`src/rtl/dmem_arbiter_pkg.sv`:
```
// dmem_arbiter_pkg
//   Shared constants for the data-memory arbiter: default data/address
//   width, ownership state encodings, requester index constants and a
//   helper that maps a requester index to its ownership state.
package dmem_arbiter_pkg;

  // Default data and address width of the processor data path.
  localparam int DMEM_WL = 32;

  // Ownership state encodings (kept as plain constants for legacy tools).
  localparam logic [1:0] ST_NONE = 2'b00;
  localparam logic [1:0] ST_OWN0 = 2'b01;
  localparam logic [1:0] ST_OWN1 = 2'b10;

  // Requester indices: R0 is the processor load/store unit, R1 the loader/debug port.
  localparam logic REQ_R0 = 1'b0;
  localparam logic REQ_R1 = 1'b1;

  // Ownership state that corresponds to a given requester index.
  function automatic logic [1:0] own_state(input logic idx);
    return (idx == REQ_R1) ? ST_OWN1 : ST_OWN0;
  endfunction

endpackage

```
`src/rtl/dmem_arbiter_run.sv`:
```
// arb_run_counter
//   Saturating counter with synchronous clear, used by the arbiter to
//   count consecutive locked grants while the other requester waits.
// Ports:
//   clk    - clock, rising edge
//   rst_n  - asynchronous active-low reset
//   clr    - synchronous clear (takes priority over inc)
//   inc    - increment request; ignored once count reaches MAX
//   count  - current count value
module arb_run_counter #(
  parameter int MAX = 4,
  parameter int W   = $clog2(MAX + 1)
) (
  input  logic         clk,
  input  logic         rst_n,
  input  logic         clr,
  input  logic         inc,
  output logic [W-1:0] count
);

  localparam logic [W-1:0] SAT = W'(MAX);

  // Clear wins over increment; the count sticks at SAT until cleared.
  always_ff @(posedge clk or negedge rst_n) begin
    if (!rst_n) begin
      count <= '0;
    end else if (clr) begin
      count <= '0;
    end else if (inc && (count != SAT)) begin
      count <= count + 1'b1;
    end
  end

endmodule

```
`src/rtl/dmem_arbiter.sv`:
```
// dmem_arbiter
//   Two-requester arbiter for a single data-memory port. Grants are
//   combinational (same cycle as the request), ties alternate using the
//   last-granted index, and a requester may lock the port for a burst.
//   A locked owner is forced to give way after MAXRUN consecutive grants
//   while the other requester waits. Read data is registered and flagged
//   with a one-cycle RVALID pulse on the edge after the granted read.
// Ports:
//   CLK, RST                    - clock (rising) and async active-low reset
//   Rx_REQ/WE/LOCK/ADDR/WD      - request, write enable, burst lock, address, write data
//   Rx_GNT                      - combinational grant
//   Rx_RVALID, Rx_RD            - registered read-data valid pulse and data
//   CPU_STALL                   - R0 requesting but not granted
//   M_WE, M_A, M_WD, M_RD       - single data-memory port (M_RD combinational from M_A)
module dmem_arbiter
  import dmem_arbiter_pkg::*;
#(
  parameter int WL     = DMEM_WL,
  parameter int MAXRUN = 4
) (
  input  logic          CLK,
  input  logic          RST,
  input  logic          R0_REQ,
  input  logic          R1_REQ,
  input  logic          R0_WE,
  input  logic          R1_WE,
  input  logic          R0_LOCK,
  input  logic          R1_LOCK,
  input  logic [WL-1:0] R0_ADDR,
  input  logic [WL-1:0] R1_ADDR,
  input  logic [WL-1:0] R0_WD,
  input  logic [WL-1:0] R1_WD,
  output logic          R0_GNT,
  output logic          R1_GNT,
  output logic          R0_RVALID,
  output logic          R1_RVALID,
  output logic [WL-1:0] R0_RD,
  output logic [WL-1:0] R1_RD,
  output logic          CPU_STALL,
  output logic          M_WE,
  output logic [WL-1:0] M_A,
  output logic [WL-1:0] M_WD,
  input  logic [WL-1:0] M_RD
);

  localparam int            RW      = $clog2(MAXRUN + 1);
  localparam logic [RW-1:0] RUN_MAX = RW'(MAXRUN);

  logic [1:0]    state;
  logic [1:0]    state_nxt;
  logic          last;
  logic [RW-1:0] run;
  logic          gnt_any;
  logic          gnt_idx;
  logic          gnt_lock;
  logic          own_idx;
  logic          own_req;
  logic          own_lock;
  logic          other_req;
  logic          other_lock;
  logic          run_inc;
  logic          run_clr;
  logic          gnt0;
  logic          gnt1;

  // View the request lines relative to the current owner so the OWN0 and
  // OWN1 cases share one piece of logic.
  assign own_idx    = (state == ST_OWN1);
  assign own_req    = own_idx ? R1_REQ  : R0_REQ;
  assign own_lock   = own_idx ? R1_LOCK : R0_LOCK;
  assign other_req  = own_idx ? R0_REQ  : R1_REQ;
  assign other_lock = own_idx ? R0_LOCK : R1_LOCK;

  // Grant selection and next ownership state, always decided from the
  // registered state so a new lock and a forced release in the same cycle
  // cannot interfere with each other.
  always_comb begin
    gnt_any   = 1'b0;
    gnt_idx   = REQ_R0;
    gnt_lock  = 1'b0;
    state_nxt = ST_NONE;
    case (state)
      ST_OWN0, ST_OWN1: begin
        if (own_req && (run == RUN_MAX) && other_req) begin
          // Forced release: the waiting requester takes this cycle.
          gnt_any   = 1'b1;
          gnt_idx   = ~own_idx;
          state_nxt = other_lock ? own_state(~own_idx) : ST_NONE;
        end else if (own_req) begin
          gnt_any   = 1'b1;
          gnt_idx   = own_idx;
          state_nxt = own_lock ? state : ST_NONE;
        end else begin
          // Owner dropped its request: ownership ends and the other side
          // is served in this very cycle, without a dead cycle.
          gnt_any   = other_req;
          gnt_idx   = ~own_idx;
          state_nxt = ST_NONE;
        end
      end
      default: begin
        if (R0_REQ && R1_REQ) begin
          gnt_any = 1'b1;
          gnt_idx = ~last;
        end else if (R0_REQ) begin
          gnt_any = 1'b1;
          gnt_idx = REQ_R0;
        end else if (R1_REQ) begin
          gnt_any = 1'b1;
          gnt_idx = REQ_R1;
        end
        gnt_lock = (gnt_idx == REQ_R1) ? R1_LOCK : R0_LOCK;
        if (gnt_any && gnt_lock) begin
          state_nxt = own_state(gnt_idx);
        end
      end
    endcase
  end

  // Grants are gated by reset so nothing reaches memory while RST is low.
  assign gnt0      = RST & gnt_any & (gnt_idx == REQ_R0);
  assign gnt1      = RST & gnt_any & (gnt_idx == REQ_R1);
  assign R0_GNT    = gnt0;
  assign R1_GNT    = gnt1;
  assign CPU_STALL = R0_REQ & ~gnt0;

  // Memory port mux; everything is driven to zero when nobody is granted.
  always_comb begin
    M_WE = 1'b0;
    M_A  = '0;
    M_WD = '0;
    if (gnt0) begin
      M_WE = R0_WE;
      M_A  = R0_ADDR;
      M_WD = R0_WD;
    end else if (gnt1) begin
      M_WE = R1_WE;
      M_A  = R1_ADDR;
      M_WD = R1_WD;
    end
  end

  // The run count only grows while the owner is served and the other
  // requester is waiting; it restarts on any ownership change.
  assign run_inc = (state != ST_NONE) && gnt_any && (gnt_idx == own_idx) && other_req;
  assign run_clr = (state == ST_NONE) || (state_nxt != state) || !other_req;

  arb_run_counter #(
    .MAX (MAXRUN),
    .W   (RW)
  ) u_run (
    .clk   (CLK),
    .rst_n (RST),
    .clr   (run_clr),
    .inc   (run_inc),
    .count (run)
  );

  // Ownership state and last-granted index. LAST resets to R1 so that the
  // first tie after reset goes to the processor.
  always_ff @(posedge CLK or negedge RST) begin
    if (!RST) begin
      state <= ST_NONE;
      last  <= REQ_R1;
    end else begin
      state <= state_nxt;
      if (gnt_any) begin
        last <= gnt_idx;
      end
    end
  end

  // Read return path: capture M_RD on the edge closing a granted read.
  always_ff @(posedge CLK or negedge RST) begin
    if (!RST) begin
      R0_RVALID <= 1'b0;
      R1_RVALID <= 1'b0;
      R0_RD     <= '0;
      R1_RD     <= '0;
    end else begin
      R0_RVALID <= gnt0 & ~R0_WE;
      R1_RVALID <= gnt1 & ~R1_WE;
      if (gnt0 && !R0_WE) begin
        R0_RD <= M_RD;
      end
      if (gnt1 && !R1_WE) begin
        R1_RD <= M_RD;
      end
    end
  end

endmodule

```
`config.mk`:
```
export PLATFORM = sky130hd
export DESIGN_NAME = dmem_arbiter
export DESIGN_NICKNAME = d
export VERILOG_FILES = /design/src/rtl/dmem_arbiter_pkg.sv /design/src/rtl/dmem_arbiter_run.sv /design/src/rtl/dmem_arbiter.sv
export SDC_FILE = /design/constraint.sdc
export NUM_CORES = 1
export LEC_CHECK = 0
export ABC_AREA = 1
export CORE_AREA = 2 2 118 120
export CTS_CLUSTER_DIAMETER = 100
export DETAILED_ROUTE_END_ITERATION = 16
export DIE_AREA = 0 0 120 122
export MAX_ROUTING_LAYER = met4
export PLACE_DENSITY = 0.71
export SLEW_MARGIN = 20
export SYNTH_ARGS = -nofsm -noshare
export SYNTH_HDL_FRONTEND = slang
export SYNTH_HIERARCHICAL = 1
export SYNTH_SLANG_ARGS = --single-unit
```
`constraint.sdc`:
```
create_clock -name CLK -period 2.5 [get_ports CLK]
set_input_delay 0.5 -clock CLK [delete_from_list [all_inputs] [get_ports CLK]]
set_output_delay 0.5 -clock CLK [all_outputs]
set_load 0.02 [all_outputs]
```
==> out/results.ini, run 1 <==
[cells_and_area]
utilization_pct=66.1
fin_nets=1110
final_area_um2=8920
area_growth_syn_to_layout_pct=121
final_cell_mix=nand2_1 (270), clkdlybuf4s50_1 (230), nand2_2 (82), dfrtp_1 (70), buf_6 (67)
layout-drive-gt1-share_pct=30.4
layout_commonest_cell=nand2_1
fillers=1097

[pwr]
ir_drop_mv=0.666
p_sw_w=0.00389
powerDensity_nw_per_um2=1050
p_int_w=0.00550
clock_power_share_pct=14.6
p_leak_nw=4.44
power.share.switching_pct=41.4
p_comb_share_pct=63.7
seq_power_share_pct=21.7

[global_route]
grt_usage_pct=25.2
grt_pass1_wl_um=27700
grt_pass1_vias=5130
grt-ovfl-total=0
antenna_found_initial=3
grt_max_degree=73

[cts]
htree_num_levels=3
cts.reportedPaths.clkPinSlew_ns=0.06
hold_buffers=0
cts_tree=yes
numCtsBuffers=9
clock_latency_ns=0.33
cts_buffer_depth=2
root_buffer=clkbuf_16
clock-sinks=72

[synth]
ys_ff_latch=72
synth_top_family_by_area=simple AND/OR/NAND/NOR gates
yosysTopAreaCell=dfrtp_1
synthesis.nets=770
ys_warn_count=6
yosysSeqAreaShare_pct=44.6
synth.area.top_cells=dfrtp_1 (44%), nand2_1 (36%), nand4_1 (5.3%)
synth_top_area_share_pct=43.9
yosys.area_share.xor_xnor_pct=0
synth_area_um2=4040
yosys-mux-area-fraction_pct=0
synth_compound_area_share_pct=1.36
synthesis.instances=597
synthAdderAreaFrac_pct=1.55
synth-simple-area-share_pct=45.2
synth.avg_cell_area_um2=6.77
synth_cell_type_count=21

[setup_path]
r2r-start=state[0]
setup.reg_to_reg.worst_slack_ns=0.14
reg2regPathDepth=14
start_kind=flip-flop
crit_type=reg -> out
end_kind=output pin
r2r_end=u_run/count[1]
crit_required_ns=2.00
cp_max_fo=5
cp.arrival_ns=2.27

[route]
drt_wl_total_um=19200
first_pass_iters=5
final_antenna_net_count=0
dr_total_vias=5262
wl_per_cell_um=17.1
via_per_inst=4.68
drt_iter0_markers=304
drc=0

[sta]
skew_ns=0.00457
setup_viol=68
fin_ws_ns=-0.272
tightest_slew_ns=0.910
period_minus_slack_ns=2.77
relSlewSlack_pct=39.3
finalHoldViolCount=0
rsz0062_at_grt=yes
whs_ns=0.407
fmax_mhz=361
final_max_slew_viol_count=0
finalCritPeriodShare_pct=111

[run]
cap_violations=0

[floorplanning]
std_cell_rows=43
core_area_um2=13500
ios=302
die_area_um2=14600
dieWidth_um=120
die_y_um=122
start_util_pct=29.9

[outcome]
violations=setup timing
status=finished with violations

[placement]
dpl_cell_area_um2=7370
pre_cts_slack_ns=-0.811
dp_hpwl_um=12900
place.gp.congestion=0.888
port_buffers=301

[hold_path]
hp-class=in -> async

Yosys cell counts (all sizes together):
| cell type | instances |
|---|---|
| dfrtp | 71 |
| ha | 5 |
| nand2 | 391 |
| nand3 | 17 |
| a21oi | 6 |
| clkbuf | 10 |
| o21ai | 5 |
| buf | 22 |
| inv | 26 |
| nand4 | 34 |
| clkinv | 1 |
| dfstp | 1 |
| nor2 | 8 |
per-stage QoR:
step	cells	power (W)	setup TNS, ns
after global routing	1125	0.00990	-20.60
final	1125	0.00939	-13.81
after detailed placement	1076	0.00687	-58.82
after floorplan	597	0.00438	0
after global placement	1076	0.00683	-54.32
after CTS	1119	0.00923	-15.34
per-layer routing:
layer,part of all wire (%),global-route usage (%)
met5,0,-
met4,3.2,10.2
met3,7.2,5.29
met2,50,41.5
met1,40,30.3
power by group through the flow:
stage	sequential [W]	clock, W	combinational (W)
floorplan	0.00268	0	0.00170
global placement	0.00203	0	0.00480
detailed placement	0.00202	0	0.00485
CTS	0.00204	0.00140	0.00579
global route	0.00211	0.00144	0.00634
finish	0.00204	0.00137	0.00598
cells by family after synthesis:
| logic type | Yosys count |
|---|---|
| AO/OA/AOI/OAI | 11 |
| adder cells (fa/ha/maj) | 5 |
| AND/OR/NAND/NOR | 450 |
| buffers and inverters | 59 |
| flip-flops | 72 |
area by class of cell:
cell class	count	area (µm²)	share of cell area [%]
multi-input combinational	466	2520	28.2
antenna	3	7.51	0.0841
clock buffer	10	239	2.68
tap	180	225	2.52
timing repair buffer	361	3930	44.0
clock inverter	6	82.6	0.925
inverter	27	119	1.33
sequential	72	1800	20.2
how the worst max path moves through the flow:
stage | from | to | slack (ns)
4_1_cts | state[1] | M_WD[16] | -0.29
6_report | state[0] | M_WD[16] | -0.27
3_5_place_dp | R0_REQ | M_WD[31] | -0.81
3_3_place_gp | R1_REQ | M_WD[3] | -0.77
2_1_floorplan | state[0] | M_A[10] | 0.12
5_1_grt | state[0] | M_WD[0] | -0.37
flip-flops by register name, indices dropped and copies added, names as in the netlist:
register,cells
state,2
last,1
R0_RD,32
R1_RVALID,1
R0_RVALID,1
u_run/count,3
R1_RD,32
critical path, cell delays in order (launching register included):
cell,delay (ns)
dfrtp_1,0.38
inv_2,0.13
ha_4,0.18
nand2_4,0.07
nand2_4,0.11
nand3_4,0.08
nand3_2,0.11
nand3_4,0.11
inv_4,0.08
nand2_4,0.07
inv_8,0.10
buf_12,0.13
buf_16,0.14
nand2_4,0.05
nand2_2,0.07
buf_6,0.12
what timing repair did:
action / 4_1_cts / 5_1_grt
cloned: 11 / 1
buffers inserted: 16 / 3
setup endpoints to repair: 69 / 103
pin swaps: 35 / 33
hold endpoints to repair: 0 / 0
resized for setup: 541 / 56
No activity file was read; power rests on OpenSTA's default activity.
==> run 2, diff against run 1 <==
- MAX_ROUTING_LAYER: met4 -> unset
==> out/results.ini, run 2 (synthesis results as in run 1) <==
[global_route]
grt_pass1_wl_um=27800  ; was 27,700 µm
grt-ovfl-total=0  ; unchanged
grt_max_degree=73  ; unchanged
grt_pass1_vias=5104  ; was 5,130
antenna_found_initial=3  ; unchanged
grt_usage_pct=24.5  ; was 25.2%

[run]
cap_violations=0  ; unchanged

[cts]
cts_buffer_depth=2  ; unchanged
cts_tree=yes  ; unchanged
cts.reportedPaths.clkPinSlew_ns=0.06  ; about the same
clock_latency_ns=0.33  ; about the same
root_buffer=clkbuf_16  ; unchanged
numCtsBuffers=9  ; unchanged
clock-sinks=72  ; unchanged
htree_num_levels=3  ; unchanged

[cells_and_area]
fillers=1098  ; was 1,097
final_cell_mix=nand2_1 (270), clkdlybuf4s50_1 (230), nand2_2 (82), dfrtp_1 (70), buf_6 (67)  ; unchanged
layout_commonest_cell=nand2_1  ; unchanged
area_growth_syn_to_layout_pct=121  ; about the same
layout-drive-gt1-share_pct=30.4  ; unchanged
final_cells=1124  ; was 1,125
largest_registers=R0_RD: 32 flops, R1_RD: 32 flops, u_run/count: 3 flops  ; unchanged
final_area_um2=8920  ; about the same
multi_input_area_um2=2520  ; unchanged
fin_nets=1110  ; unchanged
regArea_um2=1800  ; unchanged

[route]
dr_total_vias=5216  ; was 5,262
final_antenna_net_count=0  ; unchanged
drt_wl_total_um=19200  ; about the same
wl_per_cell_um=17.1  ; about the same
drt_iter0_markers=245  ; was 304
drc=0  ; unchanged
via_per_inst=4.64  ; was 4.68
first_pass_iters=4  ; was 5

[setup_path]
crit_required_ns=2.00  ; about the same
reg2regPathDepth=13  ; was 14
setup.reg_to_reg.worst_slack_ns=0.15  ; was 0.14 ns
crit_type=reg -> out  ; unchanged
cp.arrival_ns=2.28  ; was 2.27 ns
cp_max_fo=8  ; was 5
start_kind=flip-flop  ; unchanged
end_kind=output pin  ; unchanged

[sta]
final_max_slew_viol_count=0  ; unchanged
fmax_mhz=360  ; was 361 MHz
period_minus_slack_ns=2.78  ; was 2.77 ns
fin_ws_ns=-0.277  ; was -0.272 ns
tightest_slew_ns=0.913  ; was 0.910 ns
finalHoldViolCount=0  ; unchanged
rsz0062_at_grt=yes  ; unchanged
setup_viol=68  ; unchanged
relSlewSlack_pct=39.2  ; was 39.3%
finalCritPeriodShare_pct=111  ; about the same
skew_ns=0.00656  ; was 0.00457 ns

[hold_path]
hp-class=in -> async  ; unchanged

[outcome]
status=finished with violations  ; unchanged
violations=setup timing  ; unchanged

[placement]
place.gp.congestion=0.874  ; was 0.888
placed_cells=1076  ; unchanged
dp_hpwl_um=12900  ; unchanged
pre_cts_slack_ns=-0.811  ; unchanged
dpl_cell_area_um2=7370  ; unchanged
port_buffers=301  ; unchanged

[floorplanning]
die_y_um=122  ; unchanged
std_cell_rows=43  ; unchanged
start_util_pct=29.9  ; unchanged
core_area_um2=13500  ; unchanged
ios=302  ; unchanged
dieWidth_um=120  ; unchanged
die_area_um2=14600  ; unchanged

[pwr]
powerDensity_nw_per_um2=1050  ; about the same
ir_drop_mv=0.662  ; was 0.666 mV
p_leak_nw=4.44  ; about the same

-- run 2: cell count changes in the layout (fill, tap and decap cells not counted) --
cell,change
diode_2,-1
-- run 2: through the flow --
stage | TNS, ns | power [W] | hold slack, ns | util (%)
floorplan | 0 | 0.00438 | 0.204 | -
global placement | -54.32 | 0.00683 | 0.453 | 54.6
detailed placement | -58.82 | 0.00687 | 0.459 | 54.6
CTS | -15.34 | 0.00923 | 0.446 | 64.1
global route | -20.78 | 0.00990 | 0.484 | 66.1
finish | -13.78 | 0.00938 | 0.404 | 66.1
-- run 2: critical path, cell delays in order (launching register included) --
cell,delay [ns]
dfrtp_1,0.35
inv_2,0.08
buf_4,0.15
ha_4,0.29
inv_1,0.06
nand2_1,0.11
nand3_4,0.12
inv_4,0.08
nand2_4,0.07
inv_8,0.10
buf_12,0.13
buf_16,0.14
nand2_2,0.06
nand2_2,0.07
buf_6,0.12
-- run 2: power breakdown --
part | internal [W] | switching, W
combinational | 0.00288 | 0.00309
clock | 0.000894 | 0.000475
sequential | 0.00173 | 0.000313
total | 0.00550 | 0.00388
-- run 2: final cells by class --
cell class,count,area share [%]
Antenna cell,2,0.0561
Timing Repair Buffer,361,44.0
Multi-Input combinational cell,466,28.2
Clock buffer,10,2.68
Sequential cell,72,20.2
Clock inverter,6,0.926
Tap cell,180,2.52
Inverter,27,1.33
-- run 2: path summary, 6_finish.rpt --
kind / start / endpoint
max: state[0] / M_WD[24]
max reg2reg: state[0] / u_run/count[1]
max in group asynchronous: RST / state[1]
min in group CLK: R0_RD[5] / R0_RD[5]
min reg2reg: R0_RD[5] / R0_RD[5]
min: RST / R1_RVALID
-- run 2: per-layer routing --
| layer | part of all wire, % | GRT usage, % |
|---|---|---|
| met5 | 0 | 0 |
| met1 | 40 | 30.0 |
| met2 | 50 | 41.5 |
| met4 | 3.1 | 9.78 |
| met3 | 7.3 | 6.23 |
-- run 2: repair_timing --
item / 4_1_cts / 5_1_grt
pin swaps: 35 / 33
hold buffers: 0 / 0
gates resized for setup: 541 / 56
setup buffers: 16 / 3
hold endpoints to repair: 0 / 0
endpoints found under the setup margin: 69 / 103
gates cloned: 11 / 1
==> run 3, diff against run 2 <==
- SETUP_SLACK_MARGIN: unset -> 0.4
==> out/results.ini, run 3 (synthesis results as in run 1) <==
[route]
wl_per_cell_um=17.0  ; was 17.1 µm
drt_iter0_markers=317  ; was 245
first_pass_iters=4  ; unchanged
final_antenna_net_count=0  ; unchanged
drt_wl_total_um=19400  ; was 19,200 µm
via_per_inst=4.58  ; was 4.64
dr_total_vias=5230  ; was 5,216
drc=0  ; unchanged

[cts]
root_buffer=clkbuf_16  ; unchanged
clock_latency_ns=0.33  ; about the same
cts_tree=yes  ; unchanged
hold_buffers=0  ; unchanged
htree_num_levels=3  ; unchanged
cts.reportedPaths.clkPinSlew_ns=0.05  ; was 0.06 ns
numCtsBuffers=9  ; unchanged
clock-sinks=72  ; unchanged
cts_buffer_depth=2  ; unchanged

[setup_path]
cp_num_buf_inv=6  ; was 8
r2r-start=state[1]  ; was state[0]
crit_family=simple AND/OR/NAND/NOR gates  ; was buffers and inverters
crit_required_ns=2.00  ; about the same
setup.reg_to_reg.worst_slack_ns=0.34  ; was 0.15 ns
cp_max_fo=15  ; was 8
cp_slowest_cell=dfrtp_1  ; unchanged
cpMostUsedCell=nand2_2  ; unchanged
cp_cell_sequence=inv_2, ha_4, nand2_2, nand2_2, nand3_2, nand3_2, nand3_4, inv_4, nand2_4, inv_8, buf_12, buf_16, nand2_1, nand2_2, buf_6  ; was inv_2, buf_4, ha_4, inv_1, nand2_1, nand3_4, inv_4, nand2_4, inv_8, buf_12, buf_16, nand2_2, nand2_2, buf_6
crit_type=reg -> out  ; unchanged
slowest_delay_ns=0.38  ; was 0.35 ns
start_kind=flip-flop  ; unchanged
cp.depth=15  ; was 14
reg2regPathDepth=18  ; was 13
end_kind=output pin  ; unchanged
r2r_end=u_run/count[1]  ; unchanged
cp.arrival_ns=2.31  ; was 2.28 ns

[placement]
dpl_cell_area_um2=7590  ; was 7370 µm²
port_buffers=301  ; unchanged
placed_cells=1079  ; was 1,076
place.gp.congestion=0.861  ; was 0.874
dp_hpwl_um=13000  ; was 12,900 µm

[pwr]
p_leak_nw=4.35  ; was 4.44 nW
p_total_w=0.00950  ; was 0.00938 W
ir_drop_mv=0.810  ; was 0.662 mV
powerDensity_nw_per_um2=1050  ; about the same

[sta]
finalCritPeriodShare_pct=112  ; was 111%
setup_viol=68  ; unchanged
period_minus_slack_ns=2.81  ; was 2.78 ns
fmax_mhz=356  ; was 360 MHz
tightest_slew_ns=0.924  ; was 0.913 ns
skew_ns=0.00514  ; was 0.00656 ns
final_max_slew_viol_count=0  ; unchanged
relSlewSlack_pct=38.4  ; was 39.2%
finalHoldViolCount=0  ; unchanged
rsz0062_at_grt=yes  ; unchanged
fin_ws_ns=-0.306  ; was -0.277 ns

[cells_and_area]
final_cells=1141  ; was 1,124
layout_commonest_cell=nand2_1  ; unchanged
layout-drive-gt1-share_pct=33.2  ; was 30.4%
fillers=1150  ; was 1,098
final_area_um2=9010  ; was 8920 µm²
final_cell_mix=nand2_1 (261), clkdlybuf4s50_1 (230), nand2_2 (120), buf_6 (75), dfrtp_1 (70)  ; was nand2_1 (270), clkdlybuf4s50_1 (230), nand2_2 (82), dfrtp_1 (70), buf_6 (67)
area_growth_syn_to_layout_pct=123  ; was 121%
fin_nets=1127  ; was 1,110
largest_registers=R0_RD: 32 flops, R1_RD: 32 flops, u_run/count: 3 flops  ; unchanged

[global_route]
grt.met3_usage_pct=6.32  ; was 6.23%
grt_max_degree=73  ; unchanged
grt_pass1_vias=5034  ; was 5,104
grt_util_met2_pct=41.5  ; unchanged
grt_pass1_wl_um=27500  ; was 27,800 µm
grt_usage_pct=24.3  ; was 24.5%
gr-usage-met1_pct=29.4  ; was 30.0%
antenna_found_initial=2  ; was 3
top_usage_layer=met2  ; unchanged
grt-ovfl-total=0  ; unchanged

[outcome]
violations=setup timing  ; unchanged
status=finished with violations  ; unchanged

[floorplanning]
die_y_um=122  ; unchanged
core_area_um2=13500  ; unchanged
ios=302  ; unchanged
dieWidth_um=120  ; unchanged
die_area_um2=14600  ; unchanged
std_cell_rows=43  ; unchanged
start_util_pct=29.9  ; unchanged

[run]
cap_violations=0  ; unchanged

[hold_path]
hp-class=in -> async  ; unchanged

[run 3: changes by cell type in the layout (fill, tap and decap cells not counted), moves of 4 or more]
| cell | before | now |
|---|---|---|
| nand2_2 | 82 | 120 |
| nand3_2 | 2 | 8 |
| nand3_1 | 12 | 7 |
| buf_6 | 67 | 75 |
| nand2_1 | 270 | 261 |
| nand2_4 | 39 | 10 |
| clkbuf_16 | 10 | 16 |
| buf_4 | 37 | 41 |
| clkbuf_1 | 0 | 5 |
[run 3: worst max path at each step]
stage / from / endpoint
2_1_floorplan: state[1] / M_A[0]
3_3_place_gp: R0_REQ / M_WD[5]
3_5_place_dp: R1_REQ / M_WD[5]
4_1_cts: state[1] / M_WD[3]
5_1_grt: state[0] / M_WD[5]
6_report: state[0] / M_WD[5]
[run 3: through the flow]
step	util, %	setup WS (ns)	TNS, ns	hold WS (ns)
global route	66.7	-0.427	-23.77	0.487
detailed placement	56.2	-0.821	-55.16	0.457
finish	66.7	-0.306	-15.74	0.405
global placement	56.2	-0.785	-50.94	0.453
CTS	63.6	-0.274	-13.49	0.450
floorplan	-	0.250	0	0.204
[run 3: what timing repair did]
item,in CTS,in global routing
gates resized for setup,463,58
endpoints found under the setup margin,104,127
pin swaps,9,16
endpoints found under the hold margin,0,0
cloned,9,8
setup buffers,21,6
[run 3: final cells by class]
| type | instances | area [µm²] | area share, % |
|---|---|---|---|
| antenna | 2 | 5.00 | 0.0556 |
| clock buffer | 15 | 258 | 2.86 |
| inverter | 27 | 116 | 1.29 |
| tap | 180 | 225 | 2.50 |
| sequential | 72 | 1800 | 20.0 |
| timing repair buffer | 378 | 4170 | 46.2 |
| clock inverter | 1 | 5.00 | 0.0556 |
| multi-input combinational | 466 | 2430 | 27.0 |
[run 3: where the power goes]
part	total [W]	internal (W)	switching (W)	leakage [nW]
clock	0.00115	0.000699	0.000450	0.128
sequential	0.00204	0.00173	0.000317	0.900
combinational	0.00631	0.00314	0.00316	3.32
total	0.00950	0.00557	0.00393	4.35
[run 3: routing by layer]
metal  routed length, µm  vias to the layer above  share of wire [%]
li1                    -                     2572                  -
met1                7550                     2388                 39
met2                9680                      232                 50
met3                1550                       38                8.0
met4                 577                        0                3.0
met5                   0                        -                  0
